## config.mk

```make
export PLATFORM = sky130hd
export DESIGN_NAME = wb2csr_flat
export DESIGN_NICKNAME = d
export VERILOG_FILES = /design/src/rtl/wb2csr_if.sv /design/src/rtl/wb2csr.sv /design/src/flat_wrapper.sv
export SDC_FILE = /design/constraint.sdc
export NUM_CORES = 1
export LEC_CHECK = 0
export CORE_MARGIN = 2
export CORE_UTILIZATION = 39
export CTS_BUF_LIST = sky130_fd_sc_hd__clkbuf_8
export CTS_CLUSTER_SIZE = 28
export DETAILED_ROUTE_END_ITERATION = 16
export PLACE_DENSITY = 0.76
export SETUP_SLACK_MARGIN = 0.5
export SYNTH_ARGS = -nofsm -noshare
export SYNTH_HDL_FRONTEND = slang
export SYNTH_SLANG_ARGS = --single-unit
```

## constraint.sdc

```tcl
create_clock -name sys_clk -period 5.9 [get_ports sys_clk]
set_input_delay 0.885 -clock sys_clk [delete_from_list [all_inputs] [get_ports sys_clk]]
set_output_delay 0.885 -clock sys_clk [all_outputs]
set_load 0.03 [all_outputs]
```

## src/rtl/wb2csr_if.sv

```systemverilog
// Wishbone classic slave-side bus bundle for the CSR bridge.
// Member names follow the bridge's view: _i flows into the bridge, _o flows out of it.
interface wb2csr_if;
  logic [31:0] wb_adr_i;
  logic [31:0] wb_dat_i;
  logic [31:0] wb_dat_o;
  logic [3:0]  wb_sel_i;
  logic        wb_cyc_i;
  logic        wb_stb_i;
  logic        wb_we_i;
  logic        wb_ack_o;

  modport slave (
    input  wb_adr_i, wb_dat_i, wb_sel_i, wb_cyc_i, wb_stb_i, wb_we_i,
    output wb_dat_o, wb_ack_o
  );

  modport master (
    output wb_adr_i, wb_dat_i, wb_sel_i, wb_cyc_i, wb_stb_i, wb_we_i,
    input  wb_dat_o, wb_ack_o
  );
endinterface

```

## src/rtl/wb2csr.sv

```systemverilog
// Wishbone-to-CSR bridge: sole CSR bus initiator, registered outputs, and
// read-modify-write for partial-width writes since CSR registers are 32-bit only.
module wb2csr #(
  parameter bit rmw_enable = 1'b1
) (
  input  logic        sys_clk,
  input  logic        sys_rst,
  wb2csr_if.slave     wb,
  output logic [14:0] csr_a,
  output logic        csr_we,
  output logic [31:0] csr_do,
  input  logic [31:0] csr_di
);

  typedef enum logic [2:0] {IDLE, WR, RD1, RD2, ACK} state_t;

  state_t      state_q, state_d;
  logic [14:0] csr_a_q, csr_a_d;
  logic        csr_we_q, csr_we_d;
  logic [31:0] csr_do_q, csr_do_d;
  logic [31:0] dat_q, dat_d;
  logic        ack_q, ack_d;
  logic        rmw_q, rmw_d;
  logic [3:0]  sel_q, sel_d;

  logic req, sel_full, sel_part;
  logic unused_adr;

  function automatic logic [31:0] expand_sel(input logic [3:0] sel);
    return {{8{sel[3]}}, {8{sel[2]}}, {8{sel[1]}}, {8{sel[0]}}};
  endfunction

  function automatic logic [31:0] merge(input logic [31:0] old_v,
                                        input logic [31:0] new_v,
                                        input logic [3:0]  sel);
    logic [31:0] m;
    m = expand_sel(sel);
    return (old_v & ~m) | (new_v & m);
  endfunction

  assign req        = wb.wb_cyc_i & wb.wb_stb_i;
  assign sel_full   = (wb.wb_sel_i == 4'hF);
  assign sel_part   = (wb.wb_sel_i != 4'h0) && !sel_full;
  assign unused_adr = ^{wb.wb_adr_i[31:17], wb.wb_adr_i[1:0]};

  always_comb begin
    state_d  = state_q;
    csr_a_d  = csr_a_q;
    csr_we_d = 1'b0;
    csr_do_d = csr_do_q;
    dat_d    = dat_q;
    ack_d    = 1'b0;
    rmw_d    = rmw_q;
    sel_d    = sel_q;
    unique case (state_q)
      IDLE: begin
        if (req) begin
          csr_a_d  = wb.wb_adr_i[16:2];
          csr_do_d = wb.wb_dat_i;
          sel_d    = wb.wb_sel_i;
          rmw_d    = wb.wb_we_i;
          if (wb.wb_we_i && sel_full) begin
            csr_we_d = 1'b1;
            state_d  = WR;
          end else if (!wb.wb_we_i || (sel_part && rmw_enable)) begin
            state_d  = RD1;
          end else begin
            // Null write: nothing reaches the CSR bus, acknowledge at once.
            ack_d    = 1'b1;
            state_d  = ACK;
          end
        end
      end
      WR: begin
        if (wb.wb_cyc_i) begin
          ack_d   = 1'b1;
          state_d = ACK;
        end else begin
          state_d = IDLE;
        end
      end
      RD1: state_d = RD2;
      RD2: begin
        if (!wb.wb_cyc_i) begin
          state_d = IDLE;
        end else if (rmw_q) begin
          csr_do_d = merge(csr_di, csr_do_q, sel_q);
          csr_we_d = 1'b1;
          state_d  = WR;
        end else begin
          dat_d   = csr_di;
          ack_d   = 1'b1;
          state_d = ACK;
        end
      end
      ACK:     state_d = IDLE;
      default: state_d = IDLE;
    endcase
  end

  always_ff @(posedge sys_clk or posedge sys_rst) begin
    if (sys_rst) begin
      state_q  <= IDLE;
      csr_a_q  <= '0;
      csr_we_q <= 1'b0;
      csr_do_q <= '0;
      dat_q    <= '0;
      ack_q    <= 1'b0;
      rmw_q    <= 1'b0;
      sel_q    <= '0;
    end else begin
      state_q  <= state_d;
      csr_a_q  <= csr_a_d;
      csr_we_q <= csr_we_d;
      csr_do_q <= csr_do_d;
      dat_q    <= dat_d;
      ack_q    <= ack_d;
      rmw_q    <= rmw_d;
      sel_q    <= sel_d;
    end
  end

  assign csr_a       = csr_a_q;
  assign csr_we      = csr_we_q;
  assign csr_do      = csr_do_q;
  assign wb.wb_dat_o = dat_q;
  assign wb.wb_ack_o = ack_q;

endmodule
```

## src/flat_wrapper.sv

```systemverilog
// flat-port wrapper written by rule: the top's interface ports become plain ports
module wb2csr_flat 
#(
  parameter bit rmw_enable = 1'b1
)
  (sys_clk, sys_rst, csr_a, csr_we, csr_do, csr_di, wb_wb_adr_i, wb_wb_dat_i, wb_wb_sel_i, wb_wb_cyc_i, wb_wb_stb_i, wb_wb_we_i, wb_wb_dat_o, wb_wb_ack_o);
  wb2csr_if wb_i ();
  input  logic sys_clk;
  input  logic sys_rst;
  output logic [14:0] csr_a;
  output logic csr_we;
  output logic [31:0] csr_do;
  input  logic [31:0] csr_di;
  input wire logic [$bits(wb_i.wb_adr_i)-1:0] wb_wb_adr_i;
  input wire logic [$bits(wb_i.wb_dat_i)-1:0] wb_wb_dat_i;
  input wire logic [$bits(wb_i.wb_sel_i)-1:0] wb_wb_sel_i;
  input wire logic [$bits(wb_i.wb_cyc_i)-1:0] wb_wb_cyc_i;
  input wire logic [$bits(wb_i.wb_stb_i)-1:0] wb_wb_stb_i;
  input wire logic [$bits(wb_i.wb_we_i)-1:0] wb_wb_we_i;
  output wire logic [$bits(wb_i.wb_dat_o)-1:0] wb_wb_dat_o;
  output wire logic [$bits(wb_i.wb_ack_o)-1:0] wb_wb_ack_o;
  assign wb_i.wb_adr_i = wb_wb_adr_i;
  assign wb_i.wb_dat_i = wb_wb_dat_i;
  assign wb_i.wb_sel_i = wb_wb_sel_i;
  assign wb_i.wb_cyc_i = wb_wb_cyc_i;
  assign wb_i.wb_stb_i = wb_wb_stb_i;
  assign wb_i.wb_we_i = wb_wb_we_i;
  assign wb_wb_dat_o = wb_i.wb_dat_o;
  assign wb_wb_ack_o = wb_i.wb_ack_o;
  wb2csr #(.rmw_enable(rmw_enable)) u_core (.sys_clk(sys_clk), .sys_rst(sys_rst), .wb(wb_i), .csr_a(csr_a), .csr_we(csr_we), .csr_do(csr_do), .csr_di(csr_di));
endmodule
```

# Word-level counts from Yosys, hierarchy flattened
# Cells that the tools add are included.
# word_totals
ff_bits	89
latchBits	0
ram_bits	0
mem_bits_ro	0
in_bits	105
word_cells	55
n_memories	0
# classes
n_addsub	0
multipliers	0
n_div	0
order_cmp	0
eq_ne	7
shifts	0
n_mux	23
n_bitwise	6
reduce_logical	11
# op_table
op	n
$mux W32	3
$and A32 B32 Y32	2
$pmux W32 S2	1
$not A32 Y32	1
$or A32 B32 Y32	1
$mux W3	6
$pmux W3 S4	1
$mux W1	10
$eq A3 B2 Y1 const B	2
$eq A4 B4 Y1 const B	1
$ne A2 B1 Y1 const B	2
$reduce_and A4 Y1	1
$reduce_bool A4 Y1	1
$eq A3 B1 Y1 const B	1
$logic_not A3 Y1	1
$pmux W1 S3	1
$reduce_and A3 Y1	1
$logic_and A1 B1 Y1	2
$logic_not A1 Y1	2
$ne A2 B2 Y1 const B	1
$pmux W1 S2	1
$reduce_and A2 Y1	1
$reduce_bool A2 Y1	1
$and A1 B1 Y1	1
2 further kinds	2

# Longest topological paths before layout
# depth
word_depth	8
mapped_depth	5
depth_no_buf	3

# Worst setup path after synthesis
# Ideal clock, no wire load.
# synth_timing
path_kind	input port to flip-flop
start	input wb_wb_stb_i
end	register with a tool-made name
setup_ns	0.143
t_arrival_ns	1.827
required_ns	5.757
path_slack_ns	3.930
cell_stages	3
path_buffers	0
path_cell_list	or3b_4 -> a211oi_4 -> o22ai_1
# synth_lines
item	line	rtl
start, declared	flat_wrapper.sv:18	input wire logic [$bits(wb_i.wb_stb_i)-1:0] wb_wb_stb_i;

# Worst setup path in the final report
# layout_timing
start	input wb_wb_cyc_i
end	register u_core.dat_q[27], in the netlist u_core.wb.wb_dat_o[27]
# layout_between
elab_chain_len	1
# layout_rtl
item	line	rtl
start, declared	flat_wrapper.sv:17	input wire logic [$bits(wb_i.wb_cyc_i)-1:0] wb_wb_cyc_i;
$reduce_and A3 Y1 (no line)	-	
end signal, assigned	wb2csr.sv:116	dat_q <= dat_d;
end, declared	wb2csr.sv:21	logic [31:0] dat_q, dat_d;
# Every way passes these cells.
# A chain may end at the register's enable or synchronous reset.

==> impl_metrics.json <==
{
  "status": "finished clean",
  "yosys.area.top_type_share_pct": 54.7,
  "worstPathRequired_ns": 6.15,
  "grt.overflow.total": 0,
  "setup_viol": 0,
  "use_met2_pct": 31.3,
  "use_met1_pct": 23.2,
  "grt_antenna_before_repair": 0,
  "first_pass_iters": 4,
  "clk_latency_ns": 0.36,
  "setup_tns_ns": 0,
  "detail-route-antenna-nets": 0,
  "cp_num_buf_inv": 2,
  "fin_worst_skew_ns": 0.00837,
  "ys_top_cells_by_area": "dfrtp_1 55%, mux2_2 14%, mux2i_1 7.9%",
  "yosys.area.top_type": "dfrtp_1",
  "place.gp.congestion": 0.786,
  "worstHoldPathCells": 1,
  "fp.dieArea_sq_mm": 0.0113,
  "yosysWarnings": 0,
  "vias": 3080,
  "avgSynthCellArea_sq_um": 12.7,
  "cellLeakagePower_nw": 2.49,
  "drive_gt1_share_pct": 16.6,
  "reg2reg_slack_ns": 3.33,
  "power.density_mw_per_mm2": 544,
  "seq_area_frac_synth_pct": 54.7,
  "syn_inst": 322,
  "crit_arrival_ns": 3.32,
  "track_usage_pct": 18.7,
  "worst_pin_slew_ns": 1.05,
  "final-hold-violation-count": 0,
  "start_kind": "input pin",
  "worstSetupPathType": "in -> reg",
  "grt_pass1_vias": 3205,
  "min_from": "u_core.wb.wb_dat_o[25]",
  "cts.reportedPaths.clkPinSlew_ns": 0.09,
  "worstHoldPathType": "reg -> reg",
  "cp_top_family": "simple AND/OR/NAND/NOR gates",
  "fp-row-count": 37,
  "finalPower_mw": 3.30,
  "whs_endpoint": "u_core.wb.wb_dat_o[25]",
  "crit_chain": "clkdlybuf4s50_1, nand2b_1, nor3_4, buf_4, mux2_2",
  "layout.nets": 594,
  "htree_levels": 3,
  "utilization_pct": 59.3,
  "grt_max_degree": 49,
  "worst-r2r-cell-count": 4,
  "num_io_pins": 186,
  "route.detailed.drc": 0,
  "wl_per_cell_um": 16.2,
  "die_w_um": 106,
  "cts_sinks": 89,
  "cp_max_fo": 17,
  "maxSlewHeadroom_pct": 30.0,
  "vias_per_cell": 4.89,
  "r2r_end": "u_core.wb.wb_dat_o[27]",
  "cts_max_path_buffers": 2,
  "end_kind": "flip-flop",
  "slowest_stage": "nor3_4",
  "cts.repair.resized": 0,
  "synthesis.area_sq_mm": 0.00408,
  "synthToLayoutAreaGrowth_pct": 48.9,
  "r2r-start": "u_core.state_q[2]",
  "post-cts-setup-buffers": 0,
  "cts_hold_buf": 0,
  "die_h_um": 106,
  "globalRouteMet3Util_pct": 4.29,
  "grt_pass1_wl_um": 16300,
  "dp.cells": 614,
  "slowest_delay_ns": 0.76,
  "max_freq_ghz": 0.326,
  "layout_worst_path_cycle_share_pct": 52.0,
  "busiest_layer": "met2",
  "fin_hold_ws_ns": 0.511,
  "core_sq_mm": 0.0102,
  "cap_violations": 0,
  "dp_hpwl_um": 7320,
  "post-route-min-period_ns": 3.07,
  "clockRootBuffer": "clkbuf_8",
  "path_depth": 5,
  "syn-num-nets": 427,
  "cts_tree": "done",
  "port_buffers": 168,
  "numCtsBuffers": 9,
  "ir_worst_vdd_v": 0.000267,
  "grt_setup_unrepaired": "false",
  "routed_wl_um": 10200,
  "n_antenna_cell": 0,
  "instances_no_fill": 630,
  "initial_core_util_pct": 39.8,
  "ys_types": 31,
  "drt_iter0_drc": 146,
  "nFillCells": 844,
  "drv_slew": 0,
  "ys_ff_latch": 89
}
power by group:
part | internal [mW] | total [mW] | switching, mW
registers | 0.901 | 1.12 | 0.218
logic | 0.806 | 1.74 | 0.932
clock network | 0.235 | 0.446 | 0.211
total | 1.94 | 3.30 | 1.36
worst max-delay path by stage:
stage,startpoint,end
after global placement,wb_wb_cyc_i,u_core.wb.wb_dat_o[30]
after CTS,wb_wb_cyc_i,u_core.wb.wb_dat_o[0]
final,wb_wb_cyc_i,u_core.wb.wb_dat_o[27]
after detailed placement,wb_wb_cyc_i,u_core.wb.wb_dat_o[27]
after global routing,wb_wb_cyc_i,u_core.wb.wb_dat_o[31]
after floorplan,sys_rst,asynchronous set/reset pin
metal layers:
layer | routed length (um) | part of all wire [%] | vias to the layer above
met4 | 172 | 1.7 | 0
met3 | 641 | 6.3 | 13
li1 | - | - | 1454
met1 | 4390 | 43 | 1509
met5 | 0 | 0 | -
met2 | 5010 | 49 | 104
synth_stat cells:
library cell,number
dfrtp_1,89
mux2_2,51
inv_1,33
mux2i_1,32
nor2b_1,32
o22ai_1,29
buf_2,7
nand2_1,6
a21oi_1,5
a211oi_4,4
and3_1,4
buf_4,4
buf_6,3
o22ai_2,3
nor2_1,2
nor3_1,2
nor4_1,2
a21o_4,1
a32o_1,1
and3b_1,1
and4_1,1
clkbuf_1,1
mux2_1,1
nand2b_1,1
nand3_1,1
nand3_2,1
nand4_1,1
nand4b_1,1
nor3_4,1
o21a_1,1
or3b_4,1
placed cells by master, fill, tap and decap left out, types with 2 or more instances in the layout:
master / count
and3_1: 4
nand2_1: 6
clkinvlp_4: 2
o22ai_1: 29
nor2_1: 2
clkinv_2: 2
clkbuf_8: 9
nor3_1: 2
dfrtp_1: 89
a211oi_4: 4
buf_4: 3
bufinv_16: 2
inv_1: 34
mux2_2: 51
mux2i_1: 32
clkdlybuf4s50_1: 168
o22ai_2: 3
a21oi_1: 5
nor2b_1: 32
area by class of cell:
cell class              instances  area (sq um)  area share [%]
inverters                      33           125            2.06
clock inverters                 7          87.6            1.44
clock buffers                   9           124            2.04
well taps                     136           170            2.80
multi-input cells             185          1630            26.9
flip-flops and latches         89          2230            36.7
repair buffers                171          1700            28.1
cell families (layout without fill, tap and decap cells):
kind of cell / after synthesis / count (layout) / share of synthesized area (%)
and+or+nand+nor: 57 / 57 / 8.81
DFF: 89 / 89 / 54.7
buffers and inverters: 48 / 220 / 5.56
AOI/OAI and AO/OA: 44 / 44 / 8.75
muxes: 84 / 84 / 22.2
stage by stage:
step | area [sq um] | setup slack, ns
finish | 6070 | 2.83
global route | 6070 | 2.67
CTS | 6070 | 2.81
detailed placement | 5860 | 2.42
global placement | 5860 | 2.46
floorplan | 4080 | 2.71
(Power assumes the default switching activity.)
